### src/rtl/mmio_output_buffer_if.sv
// Port A bus and host-side byte stream used by mmio_output_buffer.
// The master side is the core and the host consumer. The slave side is the buffer.
interface mmio_output_buffer_if;
    // Port A request, shared with the unified memory
    logic        en_a;
    logic [3:0]  we_a;
    logic [31:0] addr_a;
    logic [31:0] din_a;

    // Read return, muxed by the core over the memory's dout_a
    logic        mmio_rd_sel;
    logic [31:0] mmio_rdata;

    // Output byte stream towards the host
    logic [7:0]  out_data;
    logic        out_valid;
    logic        out_ready;

    modport master (
        output en_a,
        output we_a,
        output addr_a,
        output din_a,
        output out_ready,
        input  mmio_rd_sel,
        input  mmio_rdata,
        input  out_data,
        input  out_valid
    );

    modport slave (
        input  en_a,
        input  we_a,
        input  addr_a,
        input  din_a,
        input  out_ready,
        output mmio_rd_sel,
        output mmio_rdata,
        output out_data,
        output out_valid
    );
endinterface

### src/rtl/mmio_output_buffer.sv
// Memory-mapped output byte FIFO on port A.
// Stores to DATA (0x8000_0004) enqueue din_a[7:0].
// Loads of AVAIL (0x8000_0000) return the free space one edge later.
// Buffered bytes drain over a valid/ready byte stream.
// Pushes arriving while the FIFO is full with no pop are dropped and counted.
module mmio_output_buffer #(
    parameter int DEPTH = 16,
    parameter int CNT_W = $clog2(DEPTH) + 1
) (
    input  logic                 clk,
    input  logic                 reset_n,
    mmio_output_buffer_if.slave  bus,
    output logic [7:0]           drop_count
);

    localparam int PTR_W = $clog2(DEPTH);

    localparam logic [31:0]      ADDR_AVAIL = 32'h8000_0000;
    localparam logic [31:0]      ADDR_DATA  = 32'h8000_0004;
    localparam logic [CNT_W-1:0] DEPTH_C    = CNT_W'(DEPTH);
    localparam logic [CNT_W-1:0] CNT_ZERO   = {CNT_W{1'b0}};
    localparam logic [CNT_W-1:0] CNT_ONE    = CNT_W'(1);
    localparam logic [PTR_W-1:0] PTR_ONE    = PTR_W'(1);

    // Storage and state
    logic [7:0]        mem_r [DEPTH];
    logic [PTR_W-1:0]  wr_ptr_r;
    logic [PTR_W-1:0]  rd_ptr_r;
    logic [CNT_W-1:0]  count_r;
    logic [7:0]        drop_cnt_r;
    logic              rd_sel_r;
    logic [31:0]       rdata_r;

    // Decode and handshake terms
    logic              hit_avail_s;
    logic              hit_data_s;
    logic              push_req_s;
    logic              rd_req_s;
    logic              empty_s;
    logic              full_s;
    logic              valid_s;
    logic              pop_s;
    logic              push_ok_s;
    logic              drop_s;
    logic [CNT_W-1:0]  count_nxt_s;
    logic [CNT_W-1:0]  free_s;
    logic [7:0]        head_s;

    // Only the low byte of a DATA store is buffered.
    logic              din_unused_s;
    assign din_unused_s = ^bus.din_a[31:8];

    // Full 32-bit address decode of the two registers and the request type
    always_comb begin
        hit_avail_s = 1'b0;
        hit_data_s  = 1'b0;
        push_req_s  = 1'b0;
        rd_req_s    = 1'b0;
        if (bus.addr_a == ADDR_AVAIL) begin
            hit_avail_s = 1'b1;
        end else if (bus.addr_a == ADDR_DATA) begin
            hit_data_s = 1'b1;
        end else begin
            hit_avail_s = 1'b0;
            hit_data_s  = 1'b0;
        end
        if (bus.en_a) begin
            push_req_s = hit_data_s && (bus.we_a != 4'b0000);
            rd_req_s   = hit_avail_s && (bus.we_a == 4'b0000);
        end else begin
            push_req_s = 1'b0;
            rd_req_s   = 1'b0;
        end
    end

    // FIFO status and push acceptance. A full FIFO accepts a push only when a pop frees the slot in the same cycle.
    always_comb begin
        empty_s   = (count_r == CNT_ZERO);
        full_s    = (count_r == DEPTH_C);
        valid_s   = !empty_s;
        pop_s     = valid_s && bus.out_ready;
        push_ok_s = 1'b0;
        drop_s    = 1'b0;
        if (full_s) begin
            push_ok_s = push_req_s && pop_s;
            drop_s    = push_req_s && !pop_s;
        end else begin
            push_ok_s = push_req_s;
            drop_s    = 1'b0;
        end
    end

    // Next occupancy: count + push_ok - pop
    always_comb begin
        count_nxt_s = count_r;
        if (push_ok_s && !pop_s) begin
            count_nxt_s = count_r + CNT_ONE;
        end else if (!push_ok_s && pop_s) begin
            count_nxt_s = count_r - CNT_ONE;
        end else begin
            count_nxt_s = count_r;
        end
    end

    // Free space as seen before this edge's push/pop
    always_comb begin
        free_s = DEPTH_C - count_r;
    end

    // Head byte is masked to zero while empty, so stale storage never shows and a push into an empty FIFO never bypasses
    always_comb begin
        head_s = 8'h00;
        if (valid_s) begin
            head_s = mem_r[rd_ptr_r];
        end else begin
            head_s = 8'h00;
        end
    end

    // Byte storage: no reset, since contents are only visible through count
    always_ff @(posedge clk) begin
        if (push_ok_s) begin
            mem_r[wr_ptr_r] <= bus.din_a[7:0];
        end
    end

    // Pointers and occupancy. Reset discards buffered bytes immediately.
    always_ff @(posedge clk or negedge reset_n) begin
        if (!reset_n) begin
            wr_ptr_r <= {PTR_W{1'b0}};
            rd_ptr_r <= {PTR_W{1'b0}};
            count_r  <= CNT_ZERO;
        end else begin
            if (push_ok_s) begin
                wr_ptr_r <= wr_ptr_r + PTR_ONE;
            end
            if (pop_s) begin
                rd_ptr_r <= rd_ptr_r + PTR_ONE;
            end
            count_r <= count_nxt_s;
        end
    end

    // Saturating count of pushes discarded because the FIFO was full
    always_ff @(posedge clk or negedge reset_n) begin
        if (!reset_n) begin
            drop_cnt_r <= 8'h00;
        end else if (drop_s && (drop_cnt_r != 8'hFF)) begin
            drop_cnt_r <= drop_cnt_r + 8'h01;
        end
    end

    // AVAIL read return. rd_sel lasts exactly one cycle; rdata holds between reads.
    always_ff @(posedge clk or negedge reset_n) begin
        if (!reset_n) begin
            rd_sel_r <= 1'b0;
            rdata_r  <= 32'h0000_0000;
        end else begin
            rd_sel_r <= rd_req_s;
            if (rd_req_s) begin
                rdata_r <= 32'(free_s);
            end
        end
    end

    assign bus.mmio_rd_sel = rd_sel_r;
    assign bus.mmio_rdata  = rdata_r;
    assign bus.out_valid   = valid_s;
    assign bus.out_data    = head_s;
    assign drop_count      = drop_cnt_r;

endmodule

### src/flat_wrapper.sv
// flat-port wrapper written by rule: the top's interface ports become plain ports
module mmio_output_buffer_flat 
#(
    parameter int DEPTH = 16,
    parameter int CNT_W = $clog2(DEPTH) + 1
)
  (clk, reset_n, drop_count, bus_en_a, bus_we_a, bus_addr_a, bus_din_a, bus_out_ready, bus_mmio_rd_sel, bus_mmio_rdata, bus_out_data, bus_out_valid);
  mmio_output_buffer_if bus_i ();
  input  logic clk;
  input  logic reset_n;
  output logic [7:0] drop_count;
  input wire logic [$bits(bus_i.en_a)-1:0] bus_en_a;
  input wire logic [$bits(bus_i.we_a)-1:0] bus_we_a;
  input wire logic [$bits(bus_i.addr_a)-1:0] bus_addr_a;
  input wire logic [$bits(bus_i.din_a)-1:0] bus_din_a;
  input wire logic [$bits(bus_i.out_ready)-1:0] bus_out_ready;
  output wire logic [$bits(bus_i.mmio_rd_sel)-1:0] bus_mmio_rd_sel;
  output wire logic [$bits(bus_i.mmio_rdata)-1:0] bus_mmio_rdata;
  output wire logic [$bits(bus_i.out_data)-1:0] bus_out_data;
  output wire logic [$bits(bus_i.out_valid)-1:0] bus_out_valid;
  assign bus_i.en_a = bus_en_a;
  assign bus_i.we_a = bus_we_a;
  assign bus_i.addr_a = bus_addr_a;
  assign bus_i.din_a = bus_din_a;
  assign bus_i.out_ready = bus_out_ready;
  assign bus_mmio_rd_sel = bus_i.mmio_rd_sel;
  assign bus_mmio_rdata = bus_i.mmio_rdata;
  assign bus_out_data = bus_i.out_data;
  assign bus_out_valid = bus_i.out_valid;
  mmio_output_buffer #(.DEPTH(DEPTH), .CNT_W(CNT_W)) u_core (.clk(clk), .reset_n(reset_n), .bus(bus_i), .drop_count(drop_count));
endmodule
### config.mk
export PLATFORM = sky130hd
export DESIGN_NAME = mmio_output_buffer_flat
export DESIGN_NICKNAME = d
export VERILOG_FILES = /design/src/rtl/mmio_output_buffer_if.sv /design/src/rtl/mmio_output_buffer.sv /design/src/flat_wrapper.sv
export SDC_FILE = /design/constraint.sdc
export NUM_CORES = 1
export LEC_CHECK = 0
export BUFFER_PORTS_ARGS = -buffer_cell sky130_fd_sc_hd__clkbuf_2
export CAP_MARGIN = 20
export CORE_MARGIN = 1.5
export CORE_UTILIZATION = 52
export CTS_BUF_LIST = sky130_fd_sc_hd__clkbuf_2
export DETAILED_ROUTE_END_ITERATION = 7
export PLACE_DENSITY = 0.78
export RECOVER_POWER = 25
export SKIP_LAST_GASP = 1
export SLEW_MARGIN = 20
export SYNTH_ARGS = -nofsm -noshare
export SYNTH_HDL_FRONTEND = slang
export SYNTH_SLANG_ARGS = --single-unit
### constraint.sdc
create_clock -name clk -period 3.2 [get_ports clk]
set_clock_uncertainty 0.05 [all_clocks]
set_input_delay 0.32 -clock clk [delete_from_list [all_inputs] [get_ports clk]]
set_output_delay 0.32 -clock clk [all_outputs]
set_load 0.1 [all_outputs]
==> results.py <==
metrics = {
    "status": {
        "status": "finished, final reports clean",
    },
    "global_routing": {
        "grt_pass1_wl_mm": 20.23,
        "grt_util_met3": 0.05355,
        "grt.overflow.total": 0,
        "grt-busiest-layer": "met2",
        "antenna_found_initial": 0,
        "grt_max_degree": 36,
        "track_usage": 0.2058,
        "grt_use_met1": 0.2526,
        "grt_pass1_vias": 3863,
        "met2_usage": 0.3469,
    },
    "clocking": {
        "clock_sinks": 155,
        "clk_latency_ns": 0.69,
        "clkSlewWorstSetupHoldPaths_ns": 0.24,
        "cts_buffers": 17,
        "htree_levels": 4,
        "cts_tree": "done",
        "cts_buffer_depth": 2,
        "root_buffer": "clkbuf_2",
    },
    "floorplanning": {
        "fp-row-count": 41,
        "ios": 122,
        "core_area_sq_um": 12670,
        "die_area_sq_um": 13730,
        "die_y_microns": 117.2,
        "die_x_microns": 117.2,
        "initial_utilization": 0.5349,
    },
    "worst_setup_path": {
        "crit_buf_inv": 4,
        "slowest_delay_ns": 0.43,
        "crit_arrival_ns": 3.60,
        "crit_required_ns": 3.80,
        "cp-start-kind": "register",
        "path_class": "reg2reg",
        "critical_path.max_fanout": 4,
        "cp_cell_sequence": "inv_1, ha_2, nor3b_2, ha_2, nor2b_4, inv_2, a211oi_2, and3_1, ha_2, buf_4, fa_2, inv_1, a21o_1, a21oi_2, mux2i_1, xnor2_1",
        "end_kind": "register",
        "critPathSlowestCell": "dfrtp_1",
        "crit_family": "adder cells",
        "path_common_cell": "ha_2",
    },
    "sta": {
        "final_max_slew_viol_count": 0,
        "fmax_mhz": 332.7,
        "min_period_ns": 3.006,
        "layout_setup_ws_ns": 0.1944,
        "worst_pin_slew_ns": 1.439,
        "setup_viol": 0,
        "hold_viol_final": 0,
        "tns_ns": 0,
        "period_share": 0.9393,
        "slew_headroom": 0.04037,
        "fin_hold_ws_ns": 0.08540,
    },
    "detailed_routing": {
        "vias": 3691,
        "routedWlPerCell_microns": 19.12,
        "drc": 0,
        "postRouteAntennaNets": 0,
        "firstDrtPassIters": 4,
        "drt_iter0_drc": 315,
        "via_per_inst": 5.476,
        "wl_mm": 12.89,
    },
    "yosys": {
        "synthCells": 386,
        "yosys_register_bits": 155,
        "syn_area_sq_um": 6778,
        "synth_warnings": 0,
        "ys_seq_area_frac": 0.6668,
        "synthDistinctLibCells": 44,
        "syn_area_per_cell_sq_um": 17.56,
    },
    "power": {
        "power.total_mw": 6.406,
        "cellLeakagePower_nw": 3.027,
        "power_density_nw_per_um2": 807.1,
        "ir_worst_vdd_mv": 0.3776,
    },
    "layout": {
        "multi_input_area_sq_um": 2168,
        "finalNetCount": 576,
        "syn2layout_area_growth_pct": 17.11,
        "layout-drive-gt1-share": 0.3506,
        "fillCellCount": 933,
        "design_area_sq_um": 7938,
        "seqCellArea_sq_um": 4521,
        "n_antenna_cell": 0,
    },
    "flow_run": {
        "drv_cap": 0,
    },
    "place": {
        "dpl_worst_slack_ns": 0.03859,
        "port_buffers": 70,
        "dp_hpwl_mm": 8.540,
        "placed_cell_area_sq_um": 7312,
        "gp_congestion": 0.7365,
    },
    "worst_hold_path": {
        "min_path_type": "in2reg",
    },
}
[layer usage]
layer	part of all wire	routed length [microns]
met1	0.40	5207
met5	0	0
met3	0.061	791
met2	0.52	6681
met4	0.016	207
[worst min-delay path: cells and delay by family]
family / cells / cell delay (ns)
compound gates: 1 / 0.05
simple gates: 3 / 0.34
buf+inv: 1 / 0.09
[flip-flops by register name (all words and copies together) (netlist names)]
| register | cells |
|---|---|
| u_core.bus.mmio_rdata | 5 |
| u_core.mem_r | 128 |
| u_core.rd_ptr_r | 4 |
| u_core.bus.mmio_rd_sel | 1 |
| u_core.count_r | 5 |
| u_core.wr_ptr_r | 4 |
| u_core.drop_count | 8 |
[final timing paths]
path	depth (start not counted)	startpoint	slack, ns	to
worst max-delay path	16	u_core.count_r[1]	0.19	u_core.count_r[4]
worst min-delay path	5	bus_addr_a[31]	0.09	u_core.wr_ptr_r[1]
worst max register to register	16	u_core.count_r[1]	0.19	u_core.count_r[4]
worst min register to register	1	u_core.drop_count[6]	0.48	u_core.drop_count[6]
max in group asynchronous	2	reset_n	1.78	u_core.rd_ptr_r[0]
min in group asynchronous	2	reset_n	0.39	u_core.bus.mmio_rdata[1]
[where the power goes]
part,total [mW],switching (mW),internal (mW)
sequential,2.32,0.0783,2.24
combinational,2.83,1.76,1.07
clock,1.26,0.725,0.534
[logic make-up after synthesis]
logic type | Yosys count | share of synthesized area
multiplexers | 55 | 0.1434
buffers and inverters | 52 | 0.04504
flip-flops | 155 | 0.6668
XOR/XNOR | 19 | 0.02455
other | 1 | 0.0005533
AO/OA/AOI/OAI | 19 | 0.01772
AND/OR/NAND/NOR | 70 | 0.07311
adder cells (fa/ha/maj) | 15 | 0.02880
[per-stage QoR]
step	cells	util
after detailed placement	621	0.5771
final	674	0.6264
after CTS	672	0.6214
after floorplan	412	-
after global placement	621	0.5771
after global routing	674	0.6264
[what timing repair did]
action / CTS / global route
pin swaps: 0 / 4
hold endpoints to repair: 164 / 0
setup endpoints to repair: 8 / 11
hold buffers: 18 / 0
setup buffers: 1 / 2
resized for setup: 17 / 14
[layout by cell type, fill, tap and decap left out, drive strengths merged, types with 2 or more instances in the layout]
cell type and instances:
o22ai 8, mux2i 18, inv 17, clkinv 4, bufinv 4, conb 27
ha 14, a21oi 2, buf 12, mux2 5, xnor2 17, dfrtp 27
dlygate4sd3 18, nor3 2, nand4 7, mux4 32, nor4 10, edfxtp 128
clkbuf 86, nand2 14, and3 18, nor2b 3, o21ai 5, xor2 2
nand3 3, nor2 6
[cells in the mapped netlist (all sizes together)]
| master | count | share of area |
|---|---|---|
| o21ai | 5 | 0.0037 |
| nor2b | 3 | 0.0028 |
| o22ai | 8 | 0.0074 |
| buf | 36 | 0.036 |
| inv | 11 | 0.0061 |
| and3 | 18 | 0.017 |
| nand3 | 3 | 0.0022 |
| fa | 1 | 0.0030 |
| a211oi | 1 | 0.0011 |
| clkbuf | 5 | 0.0028 |
| nand2 | 14 | 0.0078 |
| dfrtp | 27 | 0.10 |
| nor4b | 1 | 0.0022 |
| and4 | 1 | 0.0013 |
| o41a | 1 | 0.0017 |
| nand2b | 1 | 0.00092 |
| a21o | 1 | 0.0011 |
| ha | 14 | 0.026 |
| nor2 | 6 | 0.0033 |
| nor3 | 2 | 0.0015 |
| nand3b | 1 | 0.0011 |
| mux2i | 18 | 0.027 |
| mux4 | 32 | 0.11 |
| conb | 1 | 0.00055 |
| or2 | 1 | 0.00092 |
| nor4 | 10 | 0.021 |
| mux2 | 5 | 0.011 |
| nand4 | 7 | 0.0096 |
| nor3b | 1 | 0.0011 |
| and2 | 1 | 0.00092 |
| edfxtp | 128 | 0.57 |
| xor2 | 2 | 0.0026 |
| o2111ai | 1 | 0.0013 |
| xnor2 | 17 | 0.022 |
| a21oi | 2 | 0.0015 |
[layout make-up]
| type | count | share of cell area |
|---|---|---|
| Sequential cell | 155 | 0.5695 |
| Multi-Input combinational cell | 205 | 0.2732 |
| Timing Repair Buffer | 99 | 0.08764 |
| Tap cell | 172 | 0.02711 |
| Clock inverter | 15 | 0.02664 |
| Clock buffer | 17 | 0.01072 |
| Inverter | 11 | 0.005202 |
Note: power is estimated with default switching activity, not from simulation.
